<file path="src/rtl/text_disp_pkg.sv">
// Shared definitions for the character-cell text display path: glyph geometry,
// sequencer state encoding and counter-width helper.
package text_disp_pkg;

  localparam int GLYPH_W  = 8;
  localparam int GLYPH_H  = 8;
  localparam int DEF_COLS = 80;
  localparam int DEF_ROWS = 30;

  typedef enum logic [1:0] {
    S_IDLE  = 2'd0,
    S_FETCH = 2'd1,
    S_WAIT  = 2'd2,
    S_EMIT  = 2'd3
  } state_t;

  // Counter width for values 0..n-1, never narrower than one bit.
  function automatic int cnt_w(input int n);
    return (n <= 2) ? 1 : $clog2(n);
  endfunction

endpackage

</file>
<file path="src/rtl/text_ram_arb.sv">
// Single-port text RAM mux: scan reads own the port when requested; host writes
// are granted (and acknowledged) in every other cycle.
module text_ram_arb #(
  parameter int ADDR_W = 12
) (
  input  logic              active,
  input  logic              scan_rd,
  input  logic [ADDR_W-1:0] scan_addr,
  input  logic              wr_req,
  input  logic [ADDR_W-1:0] wr_addr,
  input  logic [7:0]        wr_data,
  output logic [ADDR_W-1:0] ram_addr,
  output logic              ram_rd_en,
  output logic              ram_we,
  output logic [7:0]        ram_wdata,
  output logic              wr_ack
);

  logic grant;

  // Held in reset via active, so a write pending across reset is dropped.
  assign ram_rd_en = active & scan_rd;
  assign grant     = active & wr_req & ~scan_rd;
  assign ram_we    = grant;
  assign wr_ack    = grant;
  assign ram_wdata = grant ? wr_data : 8'h00;

  always_comb begin
    ram_addr = '0;
    if (ram_rd_en)
      ram_addr = scan_addr;
    else if (grant)
      ram_addr = wr_addr;
  end

endmodule

</file>
<file path="src/rtl/text_scan_sequencer.sv">
// Raster sequencer for the text display: walks cells and glyph lines, prefetching ASCII
// one cell ahead. Optional blinking cursor overlay when TEXT_CURSOR_EN is defined.
module text_scan_sequencer
  import text_disp_pkg::*;
#(
  parameter int COLS   = DEF_COLS,
  parameter int ROWS   = DEF_ROWS,
  parameter int ADDR_W = 12
) (
  input  logic              clk,
  input  logic              rst_n,
  input  logic              enable,
  input  logic              frame_start,
  input  logic              pix_req,
  output logic [ADDR_W-1:0] ram_addr,
  output logic              ram_rd_en,
  output logic              ram_we,
  output logic [7:0]        ram_wdata,
  input  logic [7:0]        ram_rdata,
  input  logic              wr_req,
  input  logic [ADDR_W-1:0] wr_addr,
  input  logic [7:0]        wr_data,
  output logic              wr_ack,
`ifdef TEXT_CURSOR_EN
  input  logic [6:0]        cursor_col,
  input  logic [4:0]        cursor_row,
  output logic              cursor_on,
`endif
  output logic [7:0]        ascii,
  output logic [2:0]        pixel_count,
  output logic [2:0]        line_count,
  output logic              glyph_valid,
  output logic              frame_done
);

  localparam int COL_W = cnt_w(COLS);
  localparam int ROW_W = cnt_w(ROWS);
  localparam logic [COL_W-1:0]  COL_LAST = COL_W'(COLS - 1);
  localparam logic [ROW_W-1:0]  ROW_LAST = ROW_W'(ROWS - 1);
  localparam logic [ADDR_W-1:0] COLS_A   = ADDR_W'(COLS);
  localparam logic [2:0]        PIX_LAST = 3'(GLYPH_W - 1);
  localparam logic [2:0]        LIN_LAST = 3'(GLYPH_H - 1);

  state_t            state;
  logic [COL_W-1:0]  col, col_n;
  logic [ROW_W-1:0]  row, row_n;
  logic [ADDR_W-1:0] row_base, row_base_n;
  logic [2:0]        line_n;
  logic              step, cell_end, last_cell, scan_rd;
  logic [ADDR_W-1:0] scan_addr;

  assign step      = (state == S_EMIT) & enable & ~frame_start & pix_req;
  assign cell_end  = step & (pixel_count == PIX_LAST);
  assign last_cell = (col == COL_LAST) & (line_count == LIN_LAST) & (row == ROW_LAST);

  // Position of the cell that follows the one on screen; row_base steps by COLS.
  always_comb begin
    col_n      = col + 1'b1;
    row_n      = row;
    row_base_n = row_base;
    line_n     = line_count;
    if (col == COL_LAST) begin
      col_n  = '0;
      line_n = line_count + 3'd1;
      if (line_count == LIN_LAST) begin
        row_n      = row + 1'b1;
        row_base_n = row_base + COLS_A;
      end
    end
  end

  // Read one pixel early so the next code sits on ram_rdata when the cell ends.
  assign scan_rd   = (state == S_FETCH) | (step & (pixel_count == 3'd6) & ~last_cell);
  assign scan_addr = (state == S_FETCH) ? row_base + ADDR_W'(col)
                                        : row_base_n + ADDR_W'(col_n);

  text_ram_arb #(.ADDR_W(ADDR_W)) u_arb (
    .active    (rst_n),
    .scan_rd   (scan_rd),
    .scan_addr (scan_addr),
    .wr_req    (wr_req),
    .wr_addr   (wr_addr),
    .wr_data   (wr_data),
    .ram_addr  (ram_addr),
    .ram_rd_en (ram_rd_en),
    .ram_we    (ram_we),
    .ram_wdata (ram_wdata),
    .wr_ack    (wr_ack)
  );

  always_ff @(posedge clk) begin
    if (!rst_n) begin
      state       <= S_IDLE;
      col         <= '0;
      row         <= '0;
      row_base    <= '0;
      ascii       <= '0;
      pixel_count <= '0;
      line_count  <= '0;
      glyph_valid <= 1'b0;
      frame_done  <= 1'b0;
    end else begin
      frame_done <= 1'b0;
      if (!enable) begin
        state       <= S_IDLE;
        glyph_valid <= 1'b0;
      end else if (frame_start) begin
        state       <= S_FETCH;
        glyph_valid <= 1'b0;
        col         <= '0;
        row         <= '0;
        row_base    <= '0;
        pixel_count <= '0;
        line_count  <= '0;
      end else begin
        case (state)
          S_FETCH: state <= S_WAIT;
          S_WAIT: begin
            ascii       <= ram_rdata;
            glyph_valid <= 1'b1;
            state       <= S_EMIT;
          end
          S_EMIT: begin
            if (step)
              pixel_count <= pixel_count + 3'd1;
            if (cell_end) begin
              if (last_cell) begin
                state       <= S_IDLE;
                glyph_valid <= 1'b0;
                frame_done  <= 1'b1;
                col         <= '0;
                row         <= '0;
                row_base    <= '0;
                line_count  <= '0;
              end else begin
                ascii      <= ram_rdata;
                col        <= col_n;
                row        <= row_n;
                row_base   <= row_base_n;
                line_count <= line_n;
              end
            end
          end
          default: state <= S_IDLE;
        endcase
      end
    end
  end

`ifdef TEXT_CURSOR_EN
  logic [5:0] frame_cnt;
  logic       hit_next;

  // Evaluated on the position being loaded so cursor_on changes with ascii.
  assign hit_next = (32'(col_n) == 32'(cursor_col)) & (32'(row_n) == 32'(cursor_row)) &
                    (line_n == LIN_LAST) & frame_cnt[5];

  always_ff @(posedge clk) begin
    if (!rst_n) begin
      frame_cnt <= '0;
      cursor_on <= 1'b0;
    end else begin
      if (cell_end & last_cell)
        frame_cnt <= frame_cnt + 6'd1;
      if (!enable || frame_start || state != S_EMIT)
        cursor_on <= 1'b0;
      else if (cell_end)
        cursor_on <= ~last_cell & hit_next;
    end
  end
`endif

endmodule

</file>
<file path="config.mk">
export PLATFORM = sky130hd
export DESIGN_NAME = text_scan_sequencer
export DESIGN_NICKNAME = d
export VERILOG_FILES = /design/src/rtl/text_disp_pkg.sv /design/src/rtl/text_ram_arb.sv /design/src/rtl/text_scan_sequencer.sv
export SDC_FILE = /design/constraint.sdc
export NUM_CORES = 1
export LEC_CHECK = 0
export BUFFER_PORTS_ARGS = -buffer_cell sky130_fd_sc_hd__clkbuf_2
export CAP_MARGIN = 10
export CORE_MARGIN = 3
export CORE_UTILIZATION = 53
export DETAILED_ROUTE_END_ITERATION = 6
export GPL_ROUTABILITY_DRIVEN = 0
export PLACE_DENSITY_LB_ADDON = 0.08
export SYNTH_ARGS = -nofsm -noshare
export SYNTH_HDL_FRONTEND = slang
export SYNTH_SLANG_ARGS = --single-unit
</file>
<file path="constraint.sdc">
create_clock -name clk -period 3.4 [get_ports clk]
set_input_delay 0.17 -clock clk [delete_from_list [all_inputs] [get_ports clk]]
set_output_delay 0.17 -clock clk [all_outputs]
set_load 0.03 [all_outputs]
</file>
# ---- After elaboration in Yosys (flattened, before gate mapping)
# Index checks and enable logic that the tools add are counted.
dict set report classes {
  n_addsub 7
  multipliers 0
  div_mod_pow 0
  order_cmp 0
  n_eq_ne 13
  shifts 0
  n_mux 40
  bitwise 19
  n_reduce_logical 17
}
# cell count
set ops {}
lappend ops {{$mux W12} 9}
lappend ops {{$mux W7} 5}
lappend ops {{$mux W5} 6}
lappend ops {{$add A12 B7 Y12} 2}
lappend ops {{$mux W3} 8}
lappend ops {{$mux W8} 3}
lappend ops {{$pmux W8 S2} 1}
lappend ops {{$add A12 B7 Y12 const B} 1}
lappend ops {{$and A1 B1 Y1} 11}
lappend ops {{$reduce_and A5 Y1} 2}
lappend ops {{$eq A3 B3 Y1 const B} 3}
lappend ops {{$reduce_and A3 Y1} 3}
lappend ops {{$reduce_bool A2 Y1} 4}
lappend ops {{$add A7 B1 Y7 const B} 1}
lappend ops {{$eq A7 B7 Y1 const B} 1}
lappend ops {{$not A1 Y1} 7}
lappend ops {{$add A3 B1 Y3 const B} 2}
lappend ops {{$ne A2 B2 Y1 const B} 3}
lappend ops {{$ne A3 B3 Y1 const B} 2}
lappend ops {{$pmux W2 S3} 1}
lappend ops {{$reduce_and A2 Y1} 3}
lappend ops {{$reduce_bool A3 Y1} 2}
lappend ops {{$add A5 B1 Y5 const B} 1}
lappend ops {{$eq A5 B5 Y1 const B} 1}
lappend ops {{other kinds (9)} 14}
dict set report totals {
  reg_bits 42
  latch_bits 0
  mem_bits_rw 0
  romBits 0
  inputBits 34
  out_inout_bits 39
  wordCells 106
  mem_count 0
}

# ---- Longest topological paths before layout
dict set report depth {
  depth_word 11
  ltp_mapped 12
  mapped_depth_nobuf 12
}

# ---- Hierarchy
# Synthesis repeated with hierarchy kept, for this count alone.
dict set report unflattened {
  hier_cells 351
  area_unflattened_um2 2980.4
}
# module instances cells_per_inst area_per_inst_um2 seq_area_each_um2
set by_module_without_submodules {}
lappend by_module_without_submodules {text_scan_sequencer 1 322 2727.6 760.7}
lappend by_module_without_submodules {text_ram_arb 1 29 252.7 0.0}

# ---- Worst setup path after synthesis
# Ideal clock, no wire load.
dict set report synth_timing {
  path_kind {reg2out}
  start {register line_count[0]}
  end {output ram_addr[8]}
  arrival_ns 3.580
  required_time_ns 3.230
  slack_ns -0.350
  stages_incl_launch_ff 13
  n_path_buf 0
  path_cell_list {dfxtp_1 > ha_1 > ha_1 > nand4bb_4 > nor2_1 > mux2_2 > ha_1 > a21o_1 > a21oi_1 > o31ai_1 > o2bb2ai_1 > xnor2_1 > o21ai_0}
}
dict set report synth_between {
  elab_chain_len 10
  elab_cells_between_ends 15
  classes_between {1 x add/sub; 1 x eq/ne; 5 x mux; 8 x bitwise}
}
# item line
set synth_lines {}
lappend synth_lines {{start, declared} text_scan_sequencer.sv:31} ;# output logic [2:0] line_count,
lappend synth_lines {{start signal, assigned} text_scan_sequencer.sv:140} ;# line_count <= line_n;
lappend synth_lines {{$eq A3 B3 Y1 (*)} {text_scan_sequencer.sv:54, text_scan_sequencer.sv:65}}
lappend synth_lines {{branches (longest 8 deep; another with $add A12 B7 Y12)} -}
lappend synth_lines {{$mux W12 (*)} text_ram_arb.sv:30} ;# if (ram_rd_en)
lappend synth_lines {{end, declared} text_scan_sequencer.sv:15} ;# output logic [ADDR_W-1:0] ram_addr,
# Mark *: on every way between the ends.

# ---- Worst setup path in the final report
dict set report layout_timing {
  start {register line_count[1]}
  end {output ram_addr[9]}
}
# Same word-level chain as after synthesis.

==> summary.txt <==
Drt
  • Remaining DRCs: 0
  • DR WL/cell: 14.2 microns
  • Drt initial violations: 171
  • Via count: 2,576
  • Drt first pass iters: 4
  • Final wirelength: 6790 microns
  • Antenna Nets Post-Route: 0
  • Vias/cell: 5.39

Worst setup path
  • Worst EP arrival: 3110 ps
  • Startpoint types: register
  • Most frequent CP cell: ha_4
  • Worst-path cell chain: ha_4, ha_4, nand4bb_4, nor2_4, mux2_4, ha_4, a21o_1, a21oi_4, or4_1, a32o_1, clkbuf_4
  • Worst Setup SP: line_count[1]
  • Worst setup endpoint: ram_addr[9]
  • FF-to-FF Start: line_count[0]
  • Crit. End Element: output pin
  • Critical Path RT: 3230 ps
  • Worst reg-to-reg path cell count: 10
  • WS Path Type: register to output pin
  • Critical R2R Capture: ascii[2]
  • Worst path slowest cell: or4_1
  • Delay of the slowest critical-path stage: 500 ps
  • CP max FO: 7
  • R2R Setup Slk: 1030 ps

Die
  • Std cell rows: 25
  • Io pins: 73
  • Die ar.: 6170 sq um
  • Starting Density: 56.8%
  • Die height: 78.6 microns
  • Core ar.: 4910 sq um
  • Die width: 78.6 microns

Power and ir drop
  • Power Total: 956 uW
  • Maximum VDD drop: 0.291 mV
  • Leakage power: 1.42 nW
  • Pwr Density: 277 nW/um^2

Timing
  • Slew margin rel.: 52.5%
  • Worst hold slack: 136 ps
  • Period Utilization, post-route: 96.5%
  • Worst Skew: 9.80 ps
  • Setup ws final: 120 ps
  • Slew Viols, Final: 0
  • FMAX: 305 MHz
  • Fin crit period: 3280 ps
  • Hold Vio Cnt, Final: 0
  • Worst-margin pin slew: 713 ps
  • Final setup fails: 0

Synthesis
  • Sequential area share after synthesis: 27.3%
  • Mapped cell area: 2790 sq um
  • Synth cell count leaders: dfxtp_1 (38), nor2b_1 (30), nand2_1 (29)
  • Number of synthesized flops with an enable pin: 0
  • Synth cell types: 51
  • Syn Area/Cell: 8.23 sq um
  • Synth top area share: 27.3%
  • Top-count cell post-synth: dfxtp_1
  • Yosys warning count: 0
  • Gate Count Post-Synth: 339
  • Top cells by area, synth: dfxtp_1 (27%), ha_1 (9.0%), nor2b_1 (6.7%)
  • FFs w/ async S/R, synth: 0%
  • Top_reg_cell synth: dfxtp_1
  • Yosys reg bits: 38
  • Top cell type by total area after synthesis: dfxtp_1
  • Syn_nets: 393

Min path
  • Min-delay worst type: input port to register

Global routing
  • Gr ovfl total: 0
  • Largest net degree at the start of global routing: 42
  • Initial antenna violation count: 0
  • Vias in the first global route: 2,413
  • Total Routing Usage GR: 21.9%
  • First-pass GRT wire length: 11,000 microns

Final layout
  • # fillers: 419
  • Share of cells above drive strength 1: 26.8%
  • Diode count: 0
  • Final core utilization: 70.3%
  • Layout overhead on the synthesized area: 23.6%
  • # nets final: 465

Clock tree
  • H-tree depth: 2
  • Clock Tree Buf Depth: 2
  • TritonCTS sink count: 38
  • TritonCTS clock tree: yes
  • Worst skew pair latency: 300 ps
  • Root Driver: clkbuf_8
  • Post-CTS Hold Buffers: 0
  • Clk pin slew, worst setup/hold paths: 70 ps
  • TritonCTS buffer count: 5

Placement
  • Pre-CTS setup slack: 54.7 ps
  • Port Buf Inserts: 72
  • Detailed-placement wirelength estimate: 5080 microns

Run status
  • Status: finished, final reports clean

Flow run
  • MaxCap Viol Count: 0
state kept, by name (all words and copies together), names as in the netlist:
signal / count
ascii: 8
line_count: 3
row: 5
row_base: 8
pixel_count: 3
frame_done: 1
glyph_valid: 1
col: 7
state: 2
metrics by stage:
stage / cell area [sq um] / cells / TNS [ps]
after floorplan: 2810 / 339 / 0
after global placement: 3230 / 469 / 0
after detailed placement: 3230 / 469 / 0
after CTS: 3380 / 476 / 0
after global routing: 3450 / 478 / -35.3
final: 3450 / 478 / 0
report_power, final:
| part | switching [mW] | leakage [nW] | internal (mW) |
|---|---|---|---|
| Combinational | 0.0728 | 1.06 | 0.0421 |
| Sequential | 0.00202 | 0.307 | 0.447 |
| Clock | 0.157 | 0.0573 | 0.235 |
| Total | 0.232 | 1.42 | 0.724 |
repair_timing:
action	CTS	global route
setup endpoints to repair	5	6
pin swaps	1	3
hold endpoints to repair	0	0
gates resized for setup	8	12
setup buffers	0	2
gates cloned	0	0
critical path, delay by kind of cell (launching register included):
family / cells / cell delay (ps)
AND/OR/NAND/NOR: 3 / 800
adder cells (fa/ha/maj): 3 / 570
AO/OA/AOI/OAI: 3 / 530
flip-flops: 1 / 390
multiplexers: 1 / 330
buffers and inverters: 1 / 180
routing by layer:
layer | track usage, % | up-vias | part of all wire (%)
met5 | 0 | - | 0
met4 | 9.44 | 0 | 1.8
met3 | 4.36 | 12 | 7.7
met2 | 35.4 | 92 | 46
met1 | 28.2 | 1132 | 45
li1 | - | 1340 | -
worst min path at each step:
| stage | startpoint | to | slack, ps | cells past startpoint |
|---|---|---|---|---|
| 3_3_place_gp | ram_rdata[0] | ascii[0] | 430 | 3 |
| 4_1_cts | ram_rdata[5] | ascii[5] | 140 | 3 |
| 3_5_place_dp | ram_rdata[0] | ascii[0] | 440 | 3 |
| 6_report | ram_rdata[1] | ascii[1] | 140 | 3 |
| 5_1_grt | ram_rdata[0] | ascii[0] | 160 | 3 |
| 2_1_floorplan | enable | state[0] | 300 | 2 |
cell families after synthesis:
logic type	share of synthesized area, %
AO/OA/AOI/OAI	18.7
XOR/XNOR	8.79
adder cells (fa/ha/maj)	8.96
buffers and inverters	4.03
flip-flops	27.3
multiplexers	4.71
other	0.134
AND/OR/NAND/NOR	27.4
cell type report:
type                    instances  area (sq um)  area share [%]
clock buffers                   6          82.6            2.39
clock inverters                 1          30.0           0.870
inverters                       9          33.8           0.979
multi-input cells             275          2020            58.4
flip-flops and latches         38           762            22.1
well taps                      67          83.8            2.43
repair buffers                 82           443            12.8
layout by cell type (no fill, tap or decap), types with 4 or more instances in the layout:
master,instances
clkbuf_2,69
dfxtp_1,37
nor2b_1,30
nand2_1,29
o21ai_0,19
a21oi_1,18
xnor2_1,17
ha_1,16
nor2_1,15
nor3_1,13
and2_1,12
mux2i_1,12
xor2_1,10
buf_4,10
inv_1,9
nand3_1,7
a32oi_1,6
clkbuf_8,6
a22oi_1,5
and3_1,4
nand4_1,4
o211ai_1,4
o21ai_2,4
o21a_1,4
ha_4,4
Note: power is estimated with default switching activity, not from simulation.
